File: config.mk
export PLATFORM = sky130hd
export DESIGN_NAME = ram_1p_host_adapter
export DESIGN_NICKNAME = d
export VERILOG_FILES = /design/src/rtl/ram_1p_host_adapter.sv
export SDC_FILE = /design/constraint.sdc
export NUM_CORES = 1
export LEC_CHECK = 0
export CORE_MARGIN = 3
export CORE_UTILIZATION = 39
export CTS_CLUSTER_DIAMETER = 40
export DETAILED_ROUTE_END_ITERATION = 8
export PLACE_DENSITY = 0.8
export SYNTH_ARGS = -nofsm -noshare
export SYNTH_HDL_FRONTEND = slang
export SYNTH_SLANG_ARGS = --single-unit
File: constraint.sdc
create_clock -name clk_i -period 4.1 [get_ports clk_i]
set_input_delay 0.82 -clock clk_i [delete_from_list [all_inputs] [get_ports clk_i]]
set_output_delay 0.82 -clock clk_i [all_outputs]
set_load 0.02 [all_outputs]
File: src/rtl/ram_1p_host_adapter.sv
// Host-side adapter for a synchronous single-port SRAM with one cycle read
// latency. Requests pass combinationally to the RAM port. Every access
// (read or write) produces one response, which is buffered in a small
// FIFO. A credit check stops the host when the FIFO cannot take another
// response, so read data is never dropped.
module ram_1p_host_adapter #(
   parameter int unsigned Width           = 32,
   parameter int unsigned Depth           = 2048,
   parameter int unsigned DataBitsPerMask = 8,
   parameter int unsigned RspDepth        = 2,
   localparam int unsigned Aw             = $clog2(Depth),
   localparam int unsigned BeW            = Width / DataBitsPerMask
) (
   input  logic             clk_i,
   input  logic             rst_ni,
   // host request channel
   input  logic             req_valid_i,
   output logic             req_ready_o,
   input  logic             req_write_i,
   input  logic [Aw-1:0]    req_addr_i,
   input  logic [Width-1:0] req_wdata_i,
   input  logic [BeW-1:0]   req_be_i,
   // host response channel
   output logic             rsp_valid_o,
   input  logic             rsp_ready_i,
   output logic             rsp_write_o,
   output logic [Width-1:0] rsp_rdata_o,
   // RAM port
   output logic             ram_req_o,
   output logic             ram_write_o,
   output logic [Aw-1:0]    ram_addr_o,
   output logic [Width-1:0] ram_wdata_o,
   output logic [Width-1:0] ram_wmask_o,
   input  logic             ram_rvalid_i,
   input  logic [Width-1:0] ram_rdata_i,
   // sticky protocol error
   output logic             err_o
);

   localparam int unsigned PtrW = (RspDepth > 1) ? $clog2(RspDepth) : 1;
   localparam int unsigned CntW = $clog2(RspDepth + 1);
   localparam logic [PtrW-1:0] LastPtr = PtrW'(RspDepth - 1);
   localparam logic [CntW:0]   Credits = (CntW + 1)'(RspDepth);

   logic             accept;
   logic             push;
   logic             pop;
   logic             push_write;
   logic [Width-1:0] push_data;
   logic             rd_inflight;
   logic [CntW:0]    used_cnt;

   logic             inflight_q;
   logic             inflight_wr_q;
   logic             err_q;
   logic [PtrW-1:0]  wr_ptr_q;
   logic [PtrW-1:0]  rd_ptr_q;
   logic [CntW-1:0]  count_q;

   // response storage; data only, so no reset is needed
   logic             fifo_write_q [RspDepth];
   logic [Width-1:0] fifo_data_q  [RspDepth];

   // circular pointer advance that also wraps for non-power-of-two depths
   function automatic logic [PtrW-1:0] ptr_inc(input logic [PtrW-1:0] p);
      return (p == LastPtr) ? '0 : p + PtrW'(1);
   endfunction

   // ---------------- request path ----------------
   assign accept      = req_valid_i & req_ready_o;
   assign ram_req_o   = accept;
   assign ram_write_o = accept & req_write_i;
   assign ram_addr_o  = req_addr_i;
   assign ram_wdata_o = req_wdata_i;

   // expand each byte enable into a run of mask bits, all zero when idle
   for (genvar gi = 0; gi < BeW; gi++) begin : g_wmask
      assign ram_wmask_o[gi*DataBitsPerMask +: DataBitsPerMask] =
         {DataBitsPerMask{req_be_i[gi] & accept}};
   end

   // credit check: buffered + in-flight responses, minus the one leaving now
   always_comb begin
      used_cnt    = (CntW + 1)'(count_q) + (CntW + 1)'(inflight_q) - (CntW + 1)'(pop);
      req_ready_o = (used_cnt < Credits);
   end

   // ---------------- response path ----------------
   assign push        = inflight_q;
   assign push_write  = inflight_wr_q;
   assign push_data   = inflight_wr_q ? '0 : ram_rdata_i;
   assign rd_inflight = inflight_q & ~inflight_wr_q;

   assign rsp_valid_o = (count_q != '0);
   assign pop         = rsp_valid_o & rsp_ready_i;
   assign rsp_write_o = fifo_write_q[rd_ptr_q];
   assign rsp_rdata_o = fifo_data_q[rd_ptr_q];
   assign err_o       = err_q;

   // remember whether the RAM owes us a response next cycle, and of what kind
   always_ff @(posedge clk_i or negedge rst_ni) begin
      if (!rst_ni) begin
         inflight_q    <= 1'b0;
         inflight_wr_q <= 1'b0;
      end else begin
         inflight_q    <= accept;
         inflight_wr_q <= req_write_i;
      end
   end

   // rvalid must appear exactly in the cycle a read is in flight, never otherwise
   always_ff @(posedge clk_i or negedge rst_ni) begin
      if (!rst_ni) begin
         err_q <= 1'b0;
      end else if (ram_rvalid_i ^ rd_inflight) begin
         err_q <= 1'b1;
      end
   end

   // write the pushed response into the tail slot
   always_ff @(posedge clk_i) begin
      if (push) begin
         fifo_write_q[wr_ptr_q] <= push_write;
         fifo_data_q[wr_ptr_q]  <= push_data;
      end
   end

   // FIFO pointers and occupancy; simultaneous push and pop keeps the count
   always_ff @(posedge clk_i or negedge rst_ni) begin
      if (!rst_ni) begin
         wr_ptr_q <= '0;
         rd_ptr_q <= '0;
         count_q  <= '0;
      end else begin
         if (push) begin
            wr_ptr_q <= ptr_inc(wr_ptr_q);
         end
         if (pop) begin
            rd_ptr_q <= ptr_inc(rd_ptr_q);
         end
         case ({push, pop})
            2'b10:   count_q <= count_q + CntW'(1);
            2'b01:   count_q <= count_q - CntW'(1);
            default: count_q <= count_q;
         endcase
      end
   end

endmodule

# ---- After elaboration in Yosys (flattened, before gate mapping)
# Memories as Yosys holds them, arrays and structs flattened.
# Index checks and enable logic that the tools add are counted.
dict set report classes {
  addsub 6
  n_lt_le_gt_ge 1
  n_eq_ne 2
  n_mux 6
  bitwise_logic 10
  n_reduce_logical 2
}
# operator count
set op_table {}
lappend op_table {{$mux W32} 1}
lappend op_table {{$and A1 B1 Y1} 8}
lappend op_table {{$mux W1} 4}
lappend op_table {{$pmux W2 S2} 1}
lappend op_table {{$reduce_bool A2 Y1} 2}
lappend op_table {{$add A2 B1 Y3} 1}
lappend op_table {{$lt A3 B2 Y1 const B} 1}
lappend op_table {{$sub A3 B1 Y3} 1}
lappend op_table {{$add A1 B1 Y1 const B} 2}
lappend op_table {{$add A2 B1 Y2 const B} 1}
lappend op_table {{$eq A2 B1 Y1 const B} 1}
lappend op_table {{$eq A2 B2 Y1 const B} 1}
lappend op_table {{$sub A2 B1 Y2 const B} 1}
lappend op_table {{$not A1 Y1} 1}
lappend op_table {{$xor A1 B1 Y1} 1}
dict set report totals {
  regBits 7
  ram_bits 66
  input_bits 85
  out_inout_bits 113
  memories 2
}
# name words word_bits read_ports rd_ports_with_merged_regs write_ports line
set mem_list {}
lappend mem_list {fifo_data_q 2 32 1 0 1 62} ;# logic [Width-1:0] fifo_data_q [RspDepth];
lappend mem_list {fifo_write_q 2 1 1 0 1 61} ;# logic fifo_write_q [RspDepth];

# ---- Logic depth before layout (Yosys ltp)
dict set report logic_depth {
  word_depth 6
  ltp_mapped 9
  ltp_nobuf 8
}

# ---- Least setup slack after synthesis
# No wires, ideal clock.
dict set report synth_path {
  path_type {input -> output}
  start {in rsp_ready_i}
  end {out ram_wmask_o[10]}
  t_arrival_ns 2.727
  setup_slack_ns 0.553
  cell_stages 8
  path_buffers 1
  path_cell_list {and2_4 -> ha_1 -> nand2b_1 -> fa_1 -> xnor2_1 -> and3_4 -> and2_1 -> buf_4}
}
dict set report synth_via {
  elab_chain_len 5
}
# item line
set synth_lines {}
lappend synth_lines {{start, declared} 25} ;# input logic rsp_ready_i,
lappend synth_lines {{$and A1 B1 Y1} 95} ;# assign pop = rsp_valid_o & rsp_ready_i;
lappend synth_lines {{$sub A3 B1 Y3} 84} ;# used_cnt = (CntW + 1)'(count_q) + (CntW + 1)'(inflight_q) - (CntW + 1)'(pop);
lappend synth_lines {{$lt A3 B2 Y1} 85} ;# req_ready_o = (used_cnt < Credits);
lappend synth_lines {{$and A1 B1 Y1} 70} ;# assign accept = req_valid_i & req_ready_o;
lappend synth_lines {{named net ram_req_o} 29} ;# output logic ram_req_o,
lappend synth_lines {{$and A1 B1 Y1} 79} ;# {DataBitsPerMask{req_be_i[gi] & accept}};
lappend synth_lines {{end, declared} 33} ;# output logic [Width-1:0] ram_wmask_o,
# The timed path passes the listed nets, and every way through them passes these cells.

# ---- Worst setup path after layout
dict set report layout_path {
  start {in rsp_ready_i}
  end {out ram_wmask_o[3]}
}
dict set report layout_via {
  elab_chain_len 5
}
# item line
set layout_lines {}
lappend layout_lines {{$and A1 B1 Y1} 95}
lappend layout_lines {{named net pop} 47} ;# logic pop;
lappend layout_lines {{$sub A3 B1 Y3} 84}
lappend layout_lines {{$lt A3 B2 Y1} 85}
lappend layout_lines {{$and A1 B1 Y1} 70}
lappend layout_lines {{$and A1 B1 Y1} 79}
# The timed path passes the listed nets, and every way through them passes these cells.

==> results.toml <==
[pwr]
power_density_mw_per_mm2 = 664
vdd_ir_drop_max_v = 0.000347
total_leakage_power_nw = 1.75
finalPower_mw = 3.01

[worst_setup_path]
crit_required_ns = 3.28
setup.worst_path.start_class = "input pin"
crit_path_end_kind = "output port"
worstPathArrival_ns = 3.21
r2r-end = "inflight_q$_DFF_PN0_"
rr_startpoint = "count_q[1]$_DFFE_PN0P_"
critPathMaxFanout = 8
reg2reg_slack_ns = 1.94
setup.worst_path.start = "rsp_ready_i"
r2r_cells = 7
setup.worst_path.class = "input pin to output port"

[clock_network]
cts_tree = "built"
clk_pin_slew_ns = 0.08
cts.htree.levels = 3
post-cts-setup-buffers = 0
clk_latency_ns = 0.33
cts_sinks = 73
cts_buffer_depth = 2
numCtsBuffers = 9
clock-root-buffer = "clkbuf_8"

[global_route]
grt_pass1_wl_mm = 10.3
grt.total_usage_pct = 12.9
antenna_found_initial = 0
grt_overflow = 0
grt_pass1_vias = 2009
grt_max_degree = 35

[placement]
gp_congestion = 0.720
place_area_sq_mm = 0.00432
post-place-ws_ns = -0.248
dp_hpwl_mm = 4.85
dp.cells = 387
place.port_buffers = 111

[synthesis]
yosysUniqueCellTypes = 23
synth_fp_nets = 331
synth_area_sq_mm = 0.00364
synthTopCellsByArea = "edfxtp_1 (54%), buf_4 (15%), mux2_4 (12%)"
synth_cells = 243
yosysTopAreaCell = "edfxtp_1"
syn_area_per_cell_sq_um = 15.0
synth_top_cells_by_count = "buf_4 (71), edfxtp_1 (66), nor2b_1 (32)"
synth_top_area_share_pct = 54.5
synth_flop_cell = "edfxtp_1"
yosysSeqAreaShare_pct = 59.3
synth.most_common_cell = "buf_4"
synth_edf_count = 66
yosys_warnings = 0
async_flop_share_pct = 9.59
synth_seq_cells = 73

[detailed_routing]
detailedRoute.firstIterationViolations = 30
vias = 1873
wl_per_cell_um = 17.0
drcViolationCount = 0
vias_per_cell = 4.66
dr.pass1.iters = 4
antenna_left = 0
wirelength_mm = 6.84

[finish]
diodes = 0
area_growth_pct = 24.4
final_nets = 378
layout-drive-gt1-share_pct = 22.4
design_area_sq_mm = 0.00453
fillers = 760
stdcell_count = 402

[flow_run]
drv_cap = 0

[sta]
skew_ns = 0.00962
setup_slack_ns = 0.0717
setup_viol = 0
finalHoldViolations = 0
maxSlewViolCount = 0
max_freq_ghz = 0.248
worst_pin_slew_ns = 1.04
fin_crit_ns = 4.03
rsz0062_at_grt = "true"
setup-tns-final_ns = 0
post-route-period-util_pct = 98.3
relSlewSlack_pct = 30.6

[run_status]
outcome = "finished, final reports clean"

[floorplan]
die_w_um = 103
start_util_pct = 40.9
ios = 198
rows = 34
die_height_um = 103
die-area_sq_mm = 0.0105
core_sq_mm = 0.00889

[worst_hold_path]
min_path_type = "register to register"
holdPathEnd = "err_o$_DFFE_PN0P_"
min_from = "err_o$_DFFE_PN0P_"
whs_path_depth = 1
==> timing repair <==
action	4_1_cts	5_1_grt
hold buffers	0	0
endpoints found under the setup margin	33	32
gates resized for setup	33	28
==> area by class of cell <==
type                            count  area, sq um  share of cell area, %
Sequential cell                    73         2160                   47.7
Timing Repair Buffer              114         1080                   23.8
Multi-Input combinational cell     90          892                   19.7
Tap cell                          108          135                   2.98
Clock inverter                      5          129                   2.85
Clock buffer                       10          128                   2.82
Inverter                            2         7.51                  0.166
==> worst max path at each step <==
stage | end | depth (start not counted) | slack [ns]
after floorplan | ram_wmask_o[10] | 8 | 0.55
after global placement | ram_wmask_o[29] | 9 | -0.21
after detailed placement | ram_wmask_o[29] | 9 | -0.25
after CTS | ram_wmask_o[29] | 9 | 0.05
after global routing | ram_wmask_o[26] | 9 | -0.06
final | ram_wmask_o[3] | 9 | 0.07
==> power by group <==
| part | internal, mW | switching [mW] |
|---|---|---|
| clock | 0.464 | 0.251 |
| sequential | 0.930 | 0.131 |
| combinational | 0.654 | 0.578 |
| total | 2.05 | 0.960 |
==> routing by layer <==
layer | vias to the layer above | GRT usage, % | wire length, um
met5 | - | 0 | 0
li1 | 852 | - | -
met4 | 0 | 4.64 | 120
met1 | 909 | 13.8 | 2520
met3 | 10 | 4.87 | 585
met2 | 102 | 23.2 | 3620
==> state kept, by name, summed over array words and instances, names as in the netlist <==
signal / flops
wr_ptr_q: 1
fifo_write_q: 2
inflight_wr_q: 1
fifo_data_q: 64
rd_ptr_q: 1
count_q: 2
inflight_q: 1
err_o: 1
==> kinds of logic after synthesis <==
logic type,share of synthesized area (%)
xor gates and xnor gates,1.44
adders and majority gates,1.24
AOI/OAI and AO/OA,0.137
muxes,13.2
buffers and inverters,16.5
and+or+nand+nor,8.18
DFF,59.3
==> critical path, stage by stage <==
cell	delay, ns
clkdlybuf4s50_1	0.40
and2_4	0.14
ha_1	0.27
nand2b_1	0.15
fa_1	0.38
xnor2_1	0.19
and3_4	0.24
and2_1	0.25
dlygate4sd2_1	0.37
==> stage by stage <==
stage	hold WS (ns)	util, %
after global routing	0.518	50.9
after global placement	0.456	48.6
final	0.496	50.9
after detailed placement	0.485	48.6
after floorplan	0.454	-
after CTS	0.503	51.0
==> cells in the final DEF, fill, tap and decap left out, types with 2 or more instances in the layout <==
cell / Yosys / final
and2_1: 7 / 4
and2_2: 0 / 3
buf_4: 71 / 4
bufinv_16: 0 / 4
clkbuf_2: 0 / 7
clkbuf_8: 0 / 9
clkdlybuf4s15_1: 0 / 12
clkdlybuf4s50_1: 0 / 77
dfrtp_1: 7 / 6
dlygate4sd2_1: 0 / 14
edfxtp_1: 66 / 66
ha_1: 2 / 2
mux2_2: 4 / 4
mux2_4: 29 / 29
nor2b_1: 32 / 32
xnor2_1: 3 / 3
xor2_1: 3 / 3
Note: power is estimated with default switching activity, not from simulation.
